File: src/rtl/seq_div_pkg.sv
// ---------------------------------------------------------------------------
// seq_div_pkg
// Shared types and helpers for the sequential restoring divider seq_div_tc.
//   state_t        : divider FSM states (IDLE, CALC, FIXUP, DONE)
//   MAX_W          : widest operand the magnitude/negate helpers handle
//   counter_width  : width of the bit counter for a given dividend width
//   negate         : two's complement negation on a MAX_W-bit value
//   magnitude      : conditional negation (absolute value of a signed operand)
// Callers zero-extend narrower operands to MAX_W and size-cast the result
// back down; negation modulo 2^MAX_W truncates correctly to any width.
// ---------------------------------------------------------------------------
package seq_div_pkg;

    typedef enum logic [1:0] {
        IDLE,
        CALC,
        FIXUP,
        DONE
    } state_t;

    localparam int MAX_W = 64;

    function automatic int counter_width(input int width);
        return (width > 1) ? $clog2(width) : 1;
    endfunction

    function automatic logic [MAX_W-1:0] negate(input logic [MAX_W-1:0] value);
        return ~value + MAX_W'(1);
    endfunction

    function automatic logic [MAX_W-1:0] magnitude(input logic [MAX_W-1:0] value,
                                                   input logic              is_neg);
        return is_neg ? negate(value) : value;
    endfunction

endpackage

File: src/rtl/seq_div_tc_if.sv
// ---------------------------------------------------------------------------
// seq_div_tc_if
// Request/result bundle of the sequential divider.
//   start, tc, a, b                         : request, driven by the master
//   complete, divide_by_0, quotient,
//   remainder                               : result, driven by the divider
// Modports: master (requester side), slave (divider side).
// ---------------------------------------------------------------------------
interface seq_div_tc_if #(
    parameter int a_width = 8,
    parameter int b_width = 8
);

    logic               start;
    logic               tc;
    logic [a_width-1:0] a;
    logic [b_width-1:0] b;
    logic               complete;
    logic               divide_by_0;
    logic [a_width-1:0] quotient;
    logic [b_width-1:0] remainder;

    modport master (
        output start, tc, a, b,
        input  complete, divide_by_0, quotient, remainder
    );

    modport slave (
        input  start, tc, a, b,
        output complete, divide_by_0, quotient, remainder
    );

endinterface

File: src/rtl/seq_div_step.sv
// ---------------------------------------------------------------------------
// seq_div_step
// One combinational restoring-division step on unsigned magnitudes.
//   prem_in   in  b_width+1  partial remainder before the step
//   next_bit  in  1          next dividend bit (MSB first)
//   divisor   in  b_width    divisor magnitude
//   prem_out  out b_width+1  partial remainder after the step
//   q_bit     out 1          quotient bit retired by this step
// ---------------------------------------------------------------------------
module seq_div_step #(
    parameter int b_width = 8
) (
    input  logic [b_width:0]   prem_in,
    input  logic               next_bit,
    input  logic [b_width-1:0] divisor,
    output logic [b_width:0]   prem_out,
    output logic               q_bit
);

    logic [b_width+1:0] shifted;
    logic [b_width+1:0] divisor_ext;

    // Shift the next dividend bit into the partial remainder, then subtract
    // the divisor only if it fits. The compare runs one bit wider than the
    // register so the shifted value can never overflow; the restored result
    // is always below the divisor and fits back into b_width+1 bits.
    always_comb begin
        shifted     = {prem_in, next_bit};
        divisor_ext = {2'b00, divisor};
        q_bit       = (shifted >= divisor_ext);
        prem_out    = (b_width+1)'(q_bit ? (shifted - divisor_ext) : shifted);
    end

endmodule

File: src/rtl/seq_div_tc.sv
// ---------------------------------------------------------------------------
// seq_div_tc
// Multi-cycle restoring divider, unsigned or two's complement (tc=1).
// One quotient bit is retired per clock; the result registers are written
// in FIXUP and complete rises one cycle later, a_width+2 edges after start
// is sampled.
//   clk        in  rising-edge clock
//   rst_n      in  asynchronous active-low reset
//   bus        slave modport of seq_div_tc_if:
//                start/tc/a/b in, complete/divide_by_0/quotient/remainder out
// Build option:
//   SEQDIV_REM_EN  defined   : remainder datapath and sign fixup are built
//                  undefined : remainder output is tied to 0
// Operand widths beyond seq_div_pkg::MAX_W are not supported.
// ---------------------------------------------------------------------------
module seq_div_tc
    import seq_div_pkg::*;
#(
    parameter int a_width = 8,
    parameter int b_width = 8
) (
    input logic         clk,
    input logic         rst_n,
    seq_div_tc_if.slave bus
);

    localparam int cnt_w = counter_width(a_width);

    state_t             state;
    state_t             state_next;
    logic               accept;

    logic [a_width-1:0] dvd;
    logic [b_width:0]   prem;
    logic [b_width:0]   prem_next;
    logic [b_width-1:0] b_mag;
    logic [cnt_w-1:0]   cnt;
    logic               q_bit;
    logic               q_neg;
    logic               a_neg;
    logic               tc_r;
    logic               div0_r;
    logic               a_sign;
    logic               b_sign;

    logic [a_width-1:0] q_fixed;
    logic [a_width-1:0] quotient_r;
    logic               div0_out;
    logic               complete_r;

`ifdef SEQDIV_REM_EN
    logic [a_width-1:0] a_r;
    logic [b_width-1:0] r_fixed;
    logic [b_width-1:0] remainder_r;
`endif

    assign a_sign = bus.tc & bus.a[a_width-1];
    assign b_sign = bus.tc & bus.b[b_width-1];

    seq_div_step #(
        .b_width (b_width)
    ) u_step (
        .prem_in  (prem),
        .next_bit (dvd[a_width-1]),
        .divisor  (b_mag),
        .prem_out (prem_next),
        .q_bit    (q_bit)
    );

    // State register. Reset drops any operation in flight back to IDLE.
    always_ff @(posedge clk or negedge rst_n) begin
        if (!rst_n) begin
            state <= IDLE;
        end else begin
            state <= state_next;
        end
    end

    // Next-state logic. A request is only taken in IDLE or DONE; start
    // while CALC or FIXUP is running is simply not looked at.
    always_comb begin
        state_next = state;
        accept     = 1'b0;
        case (state)
            IDLE, DONE: begin
                if (bus.start) begin
                    accept     = 1'b1;
                    state_next = CALC;
                end
            end
            CALC: begin
                if (cnt == '0) begin
                    state_next = FIXUP;
                end
            end
            FIXUP: begin
                state_next = DONE;
            end
            default: begin
                state_next = IDLE;
            end
        endcase
    end

    // Operand and iteration registers. On accept the operands are reduced
    // to magnitudes and the result signs are remembered; the dividend
    // register then doubles as the quotient shift register, taking one
    // quotient bit into its LSB for every dividend bit shifted out the top.
    always_ff @(posedge clk or negedge rst_n) begin
        if (!rst_n) begin
            dvd    <= '0;
            prem   <= '0;
            b_mag  <= '0;
            cnt    <= '0;
            q_neg  <= 1'b0;
            a_neg  <= 1'b0;
            tc_r   <= 1'b0;
            div0_r <= 1'b0;
`ifdef SEQDIV_REM_EN
            a_r    <= '0;
`endif
        end else if (accept) begin
            dvd    <= a_width'(magnitude(MAX_W'(bus.a), a_sign));
            b_mag  <= b_width'(magnitude(MAX_W'(bus.b), b_sign));
            prem   <= '0;
            cnt    <= cnt_w'(a_width - 1);
            q_neg  <= a_sign ^ b_sign;
            a_neg  <= a_sign;
            tc_r   <= bus.tc;
            div0_r <= (bus.b == '0);
`ifdef SEQDIV_REM_EN
            a_r    <= bus.a;
`endif
        end else if (state == CALC) begin
            dvd  <= {dvd[a_width-2:0], q_bit};
            prem <= prem_next;
            cnt  <= cnt - 1'b1;
        end
    end

    // Sign fixup. A zero divisor bypasses the iteration result: all ones
    // unsigned, or the saturated value on the side of the dividend's sign
    // when signed. The most-negative / -1 case needs no special handling:
    // the magnitude quotient is already the wrapped most-negative pattern.
    always_comb begin
        q_fixed = dvd;
        if (div0_r) begin
            if (!tc_r) begin
                q_fixed = '1;
            end else if (a_neg) begin
                q_fixed = {1'b1, {(a_width-1){1'b0}}};
            end else begin
                q_fixed = {1'b0, {(a_width-1){1'b1}}};
            end
        end else if (q_neg) begin
            q_fixed = a_width'(negate(MAX_W'(dvd)));
        end
    end

`ifdef SEQDIV_REM_EN
    // Remainder follows the dividend's sign so that a == q*b + r with
    // truncation toward zero; a zero divisor returns the dividend as-is.
    always_comb begin
        r_fixed = prem[b_width-1:0];
        if (div0_r) begin
            r_fixed = b_width'(a_r);
        end else if (a_neg) begin
            r_fixed = b_width'(negate(MAX_W'(prem[b_width-1:0])));
        end
    end
`endif

    // Result registers are loaded once, in FIXUP, and hold through DONE and
    // any following operation until the next FIXUP or reset.
    always_ff @(posedge clk or negedge rst_n) begin
        if (!rst_n) begin
            quotient_r  <= '0;
            div0_out    <= 1'b0;
`ifdef SEQDIV_REM_EN
            remainder_r <= '0;
`endif
        end else if (state == FIXUP) begin
            quotient_r  <= q_fixed;
            div0_out    <= div0_r;
`ifdef SEQDIV_REM_EN
            remainder_r <= r_fixed;
`endif
        end
    end

    // complete drops on the cycle after a request is taken and rises once
    // DONE has been reached, so it always qualifies settled result registers.
    always_ff @(posedge clk or negedge rst_n) begin
        if (!rst_n) begin
            complete_r <= 1'b0;
        end else if (accept) begin
            complete_r <= 1'b0;
        end else if (state == DONE) begin
            complete_r <= 1'b1;
        end
    end

    assign bus.complete    = complete_r;
    assign bus.divide_by_0 = div0_out;
    assign bus.quotient    = quotient_r;
`ifdef SEQDIV_REM_EN
    assign bus.remainder   = remainder_r;
`else
    assign bus.remainder   = '0;
`endif

endmodule
File: src/flat_wrapper.sv
// flat-port wrapper written by rule: the top's interface ports become plain ports
module seq_div_tc_flat import seq_div_pkg::*;
#(
    parameter int a_width = 8,
    parameter int b_width = 8
)
  (clk, rst_n, bus_start, bus_tc, bus_a, bus_b, bus_complete, bus_divide_by_0, bus_quotient, bus_remainder);
  seq_div_tc_if #(.a_width(a_width), .b_width(b_width)) bus_i ();
  input logic clk;
  input logic rst_n;
  input wire logic [$bits(bus_i.start)-1:0] bus_start;
  input wire logic [$bits(bus_i.tc)-1:0] bus_tc;
  input wire logic [$bits(bus_i.a)-1:0] bus_a;
  input wire logic [$bits(bus_i.b)-1:0] bus_b;
  output wire logic [$bits(bus_i.complete)-1:0] bus_complete;
  output wire logic [$bits(bus_i.divide_by_0)-1:0] bus_divide_by_0;
  output wire logic [$bits(bus_i.quotient)-1:0] bus_quotient;
  output wire logic [$bits(bus_i.remainder)-1:0] bus_remainder;
  assign bus_i.start = bus_start;
  assign bus_i.tc = bus_tc;
  assign bus_i.a = bus_a;
  assign bus_i.b = bus_b;
  assign bus_complete = bus_i.complete;
  assign bus_divide_by_0 = bus_i.divide_by_0;
  assign bus_quotient = bus_i.quotient;
  assign bus_remainder = bus_i.remainder;
  seq_div_tc #(.a_width(a_width), .b_width(b_width)) u_core (.clk(clk), .rst_n(rst_n), .bus(bus_i));
endmodule
File: config.mk
export PLATFORM = sky130hd
export DESIGN_NAME = seq_div_tc_flat
export DESIGN_NICKNAME = d
export VERILOG_FILES = /design/src/rtl/seq_div_pkg.sv /design/src/rtl/seq_div_tc_if.sv /design/src/rtl/seq_div_step.sv /design/src/rtl/seq_div_tc.sv /design/src/flat_wrapper.sv
export SDC_FILE = /design/constraint.sdc
export NUM_CORES = 1
export LEC_CHECK = 0
export CORE_MARGIN = 1.5
export CORE_UTILIZATION = 50
export CTS_CLUSTER_SIZE = 28
export DETAILED_ROUTE_END_ITERATION = 7
export PLACE_DENSITY = 0.76
export SETUP_SLACK_MARGIN = 0.15
export SKIP_LAST_GASP = 1
export SYNTH_ARGS = -nofsm -noshare
export SYNTH_HDL_FRONTEND = slang
export SYNTH_SLANG_ARGS = --single-unit
export TNS_END_PERCENT = 20
File: constraint.sdc
create_clock -name clk -period 2.2 [get_ports clk]
set_clock_uncertainty 0.1 [all_clocks]
set_input_delay 0.33 -clock clk [delete_from_list [all_inputs] [get_ports clk]]
set_output_delay 0.33 -clock clk [all_outputs]
set_load 0.01 [all_outputs]
Word level (Yosys, flattened, before mapping):

Index checks and enable logic that the tools add are counted.

* flip-flop bits (word level): 44
* word-level logic and storage cells: 56

* bitwise gates (word level): 6
* reductions and logical operators: 7
* mux-type cells: 20
* magnitude comparators: 1
* add/sub/neg operators: 5
* eq/ne operators: 5

Operators by type and width (count)
* 8-bit 2-to-1 mux: 8
* 9-bit 2-to-1 mux: 3
* 8-bit by 1-bit adder with 8-bit output (second input constant): 3
* 8-bit inverter: 3
* 10-bit by 8-bit greater-or-equal comparator with 1-bit output: 1
* 9-bit by 8-bit subtractor with 9-bit output: 1
* 8-bit zero test: 1
* 3-bit 2-to-1 mux: 2
* 2-bit case mux with 3 select lines: 1
* 2-bit == test (second input constant): 2
* 1-bit 2-to-1 mux: 4
* 2-bit 2-to-1 mux: 2
* 2-bit nonzero test: 2
* 3-bit zero test: 1
* 3-bit by 1-bit subtractor with 3-bit output (second input constant): 1
* 1-bit bitwise AND: 2
* 2-bit by 1-bit == test with 1-bit output (second input constant): 1
* 2-bit zero test: 1
* 2-bit by 1-bit inequality test with 1-bit output (second input constant): 1
* 2-bit inequality test (second input constant): 1
* 2-bit AND reduction: 1
* 2-bit OR reduction: 1
* 1-bit bitwise XOR: 1

Logic depth before layout (Yosys ltp):

* depth in word-level cells: 4
* depth in mapped cells: 10

Modules after synthesis:

Synthesis repeated with hierarchy kept, for this count alone.

* cells, all modules: 330
* area total of the unflattened synthesis: 2944.1 sq um

Modules (own cells, without submodules)
* seq_div_tc: cells each 255, area each 2421.1 sq um, instances 1, sequential area each 1101.1 sq um
* seq_div_step: cells each 75, area each 523.0 sq um, instances 1, sequential area each 0.0 sq um

Worst setup path before layout:

Ideal clock, no wire load.

* kind: reg2reg
* start point: register u_core.dvd[7]
* end point: register u_core.prem[1]
* data arrival time: 2.168 ns
* slack: -0.141 ns
* clock period less this slack: 2.341 ns
* cell stages (with the launch flop): 11
* required time: 2.027 ns
* cells stage by stage: dfrtp_1 -> inv_1 -> ha_1 -> fa_1 -> nor2b_4 -> o21ai_1 -> nand2b_2 -> a2111oi_4 -> buf_6 -> mux2_4 -> a21oi_2

* longest elaborated chain between the ends: 4

Ends and longest elaborated chain
* start: declaration: line seq_div_tc.sv:33 `logic [a_width-1:0] dvd;`
* start signal: assignment: line seq_div_tc.sv:123 `dvd <= a_width'(magnitude(MAX_W'(bus.a), a_sign));`
* start signal: assignment: line seq_div_tc.sv:135 `dvd <= {dvd[a_width-2:0], q_bit};`
* 9-bit by 8-bit subtractor with 9-bit output or 10-bit by 8-bit greater-or-equal comparator with 1-bit output (tied branches): line seq_div_step.sv:31, seq_div_step.sv:30
* 9-bit 2-to-1 mux *: line seq_div_step.sv:31 `prem_out = (b_width+1)'(q_bit ? (shifted - divisor_ext) : shifted);`
* 9-bit 2-to-1 mux *: line seq_div_tc.sv:134 `end else if (state == CALC) begin`
* 9-bit 2-to-1 mux *: line seq_div_tc.sv:122 `end else if (accept) begin`
* end signal: assignment: line seq_div_tc.sv:136 `prem <= prem_next;`
* end: declaration: line seq_div_tc.sv:34 `logic [b_width:0] prem;`

Mark *: on every way between the ends. The rest lies on a longest branch, timed or not. The select of a mux whose other input is x is not followed.
A chain may end at the register's enable or synchronous reset.

Final worst setup path:

* start point: register u_core.dvd[7]
* end point: register u_core.prem[3]

The elaborated chain is that of the path after synthesis.

==> flow_summary_export.csv <==
group,metric,value,unit
die,die-area,0.006150,mm^2
setup_path,slowest_delay,0.40,ns
setup_path,worstPathCellList,"inv_2, ha_4, fa_2, nor2b_4, o21ai_2, nand2b_4, a2111oi_4, buf_4, buf_8, mux2i_1, o21ai_1",
synth,netlist_area,0.002844,mm^2
cts,clockBufferDepth,2,
die,pin_count,38,
layout,drive_above_1_share,0.1440,
sta,setup_viol,4,
pwr,p_int,3.198,mW
status,status,"finished with violations",
layout,fillers,469,
synth,syn_area_per_cell,8.887,um^2
pwr,clock_power_share,0.097,
setup_path,critPathLaunchType,"flop",
pwr,ir_drop,0.0006167,V
pwr,power_frac_comb,0.636,
die,initial_core_util,0.5165,
grt,first_global_vias,2242,
cts,cts_tree,"done",
synth,syn_inst,320,
worst_hold_path,hp-class,"primary input to asynchronous set/reset pin",
drt,wire_per_inst,13.46,um
grt,grt_antenna_before_repair,0,
placement,hpwl,4.545,mm
placement,port_buffers,29,
drt,firstDrtPassIters,4,
status,violations,"hold timing, setup timing",
placement,placed_cells,433,
flow_run,cap_violations,0,
synth,synthArstFlopShare,1.000,
cts,cts_sinks,44,
pwr,switchingPower,2.239,mW
pwr,swShare,0.4118,
setup_path,critPathKind,"flop to flop",
sta,hold_slack,-0.01158,ns
layout,nNetsFinal,412,
sta,rsz0062_at_grt,"yes",
grt,grt_usage,0.2116,
layout,layout_common_cells,"dfrtp_1 (44), nand2_1 (42), clkdlybuf4s50_1 (28), buf_4 (28), o21ai_0 (26)",
setup_path,r2r_cells,11,
synth,ys.warnings.count,0,
sta,post-route-period-util,1.008,
setup_path,r2r_slack,-0.02,ns
synth,synth-main-ff-cell,"dfrtp_1",
sta,layout_setup_ws,-0.01812,ns
grt,grt-ovfl-total,0,
pwr,p_per_area,1554,mW/mm^2
cts,cts_buffers,5,
die,core,0.005507,mm^2
pwr,p_leak,1.611,nW
synth,yosysSeqAreaShare,0.3872,
setup_path,cp_slowest_cell,"dfrtp_1",
cts,htreeDepth,2,
setup_path,rr_endpoint,"u_core.prem[3]$_DFFE_PN0P_",
setup_path,crit_fanout,8,
drt,routed-via-count,2333,
setup_path,rr_startpoint,"u_core.dvd[7]$_DFFE_PN0P_",
sta,tightest_slew,0.5567,ns
cts,clock_latency,0.30,ns
die,die_h,78.42,um
layout,final_cells,447,
setup_path,endpoint_kind,"flop",
sta,drv_slew,0,
drt,drtAntennaViolNets,0,
die,rows,27,
setup_path,crit_arrival,2.28,ns
layout,register_area,0.001101,mm^2
placement,pre_cts_slack,-0.1058,ns
cts,cts_hold_buffers,0,
drt,drtIter0Drc,133,
sta,hold_viol_final,10,
drt,drc,0,
layout,final_common_cell,"dfrtp_1",
layout,antenna-diode-count,0,
synth,netlist-cell-type-count,48,
placement,place_congestion,0.9128,
grt,grt_pass1_wl,10.24,mm
layout,multiInputGateArea,0.001618,mm^2
synth,ys_ff_latch,44,
setup_path,required,2.26,ns
drt,detail_route.wirelength,6.017,mm
sta,fmax,450.8,MHz
sta,slew_headroom,0.6289,
cts,clkSlewWorstSetupHoldPaths,0.09,ns
drt,routed_via_density,5.219,
layout,syn_to_final_growth,23.05,%
pwr,seq_power_share,0.267,
cts,root_buffer,"clkbuf_8",
die,fp.dieW,78.42,um
grt,grt_max_degree,45,
synth,synth_edf_count,0,
sta,min_period,2.218,ns
==> power by group through the flow <==
stage               sequential [mW]  combinational (mW)  clock, mW
floorplan                      1.43                2.25          0
global placement               1.44                3.16          0
detailed placement             1.46                3.24          0
CTS                            1.45                3.40      0.542
global route                   1.50                3.81      0.574
finish                         1.45                3.46      0.528
==> per-stage QoR <==
step	util	setup TNS, ns	instance area (um^2)	total power, mW
finish	0.6355	-0.04952	3500	5.437
floorplan	-	-0.02161	2892	3.683
global route	0.6355	-0.7729	3500	5.885
detailed placement	0.6055	-0.5516	3334	4.693
global placement	0.6055	-0.2712	3334	4.605
CTS	0.6321	-0.1183	3481	5.387
==> worst max path at each step <==
stage	cells past startpoint	from	slack (ns)	endpoint
CTS	11	u_core.dvd[7]$_DFFE_PN0P_	-0.03	u_core.prem[2]$_DFFE_PN0P_
global route	11	u_core.dvd[7]$_DFFE_PN0P_	-0.14	u_core.prem[2]$_DFFE_PN0P_
floorplan	10	u_core.dvd[7]$_DFFE_PN0P_	-0.02	u_core.prem[1]$_DFFE_PN0P_
finish	11	u_core.dvd[7]$_DFFE_PN0P_	-0.02	u_core.prem[3]$_DFFE_PN0P_
detailed placement	8	u_core.prem[4]$_DFFE_PN0P_	-0.11	u_core.prem[5]$_DFFE_PN0P_
global placement	8	u_core.b_mag[2]$_DFFE_PN0P_	-0.05	u_core.prem[3]$_DFFE_PN0P_
==> sequential cells by signal, summed over array words and instances, names as in the netlist, 2 cells and up <==
name,count
u_core.prem,9
u_core.b_mag,8
u_core.bus.quotient,8
u_core.dvd,8
u_core.cnt,3
u_core.state,2
==> logic make-up (layout without fill, tap and decap cells) <==
family | Yosys count | in the layout | synth area share
buffers and inverters | 41 | 89 | 0.06731
DFF | 44 | 44 | 0.3872
xor gates and xnor gates | 23 | 23 | 0.07083
and+or+nand+nor | 94 | 94 | 0.1544
adders and majority gates | 18 | 18 | 0.08183
AOI/OAI and AO/OA | 84 | 84 | 0.1817
other | 1 | 8 | 0.001319
muxes | 15 | 15 | 0.05543
==> cell usage after synthesis, types with 4 or more instances <==
cell,number,share of area
clkbuf_1,7,0.0092
buf_4,8,0.021
o21ai_0,27,0.048
a21oi_1,26,0.046
mux2i_1,12,0.042
xnor2_1,16,0.049
nand2_1,42,0.055
xor2_1,7,0.022
ha_1,17,0.075
o21a_1,6,0.016
nor3_1,8,0.014
nor2b_1,8,0.018
o21ai_1,6,0.011
dfrtp_1,44,0.39
o31ai_1,4,0.011
inv_1,23,0.030
nor2_1,19,0.025
==> worst max-delay path: cells and delay by family, from the launching register on <==
kind	cells	cell delay, ns
compound gates	3	0.50
buf+inv	3	0.41
flops	1	0.40
fa+ha+maj	2	0.37
mux	1	0.18
simple gates	2	0.13
==> layout make-up <==
type,count,share of cell area
sequential,44,0.3146
tap,72,0.02574
timing repair buffer,58,0.1459
clock inverter,1,0.002145
inverter,23,0.02467
clock buffer,7,0.02467
multi-input combinational,242,0.4623
==> per-layer routing <==
layer | wire length, um | global-route usage | vias to the layer above
met1 | 2868 | 0.2782 | 1117
met3 | 111 | 0.03837 | 6
met5 | 0 | 0 | -
li1 | - | - | 1189
met2 | 2969 | 0.3574 | 21
met4 | 69 | 0.06071 | 0
==> repair_timing <==
action / 4_1_cts / 5_1_grt
setup buffers: 4 / 2
endpoints found under the setup margin: 10 / 11
pin swaps: 4 / 4
hold endpoints to repair: 0 / 0
resized for setup: 5 / 3
No activity file was read; power rests on OpenSTA's default activity.
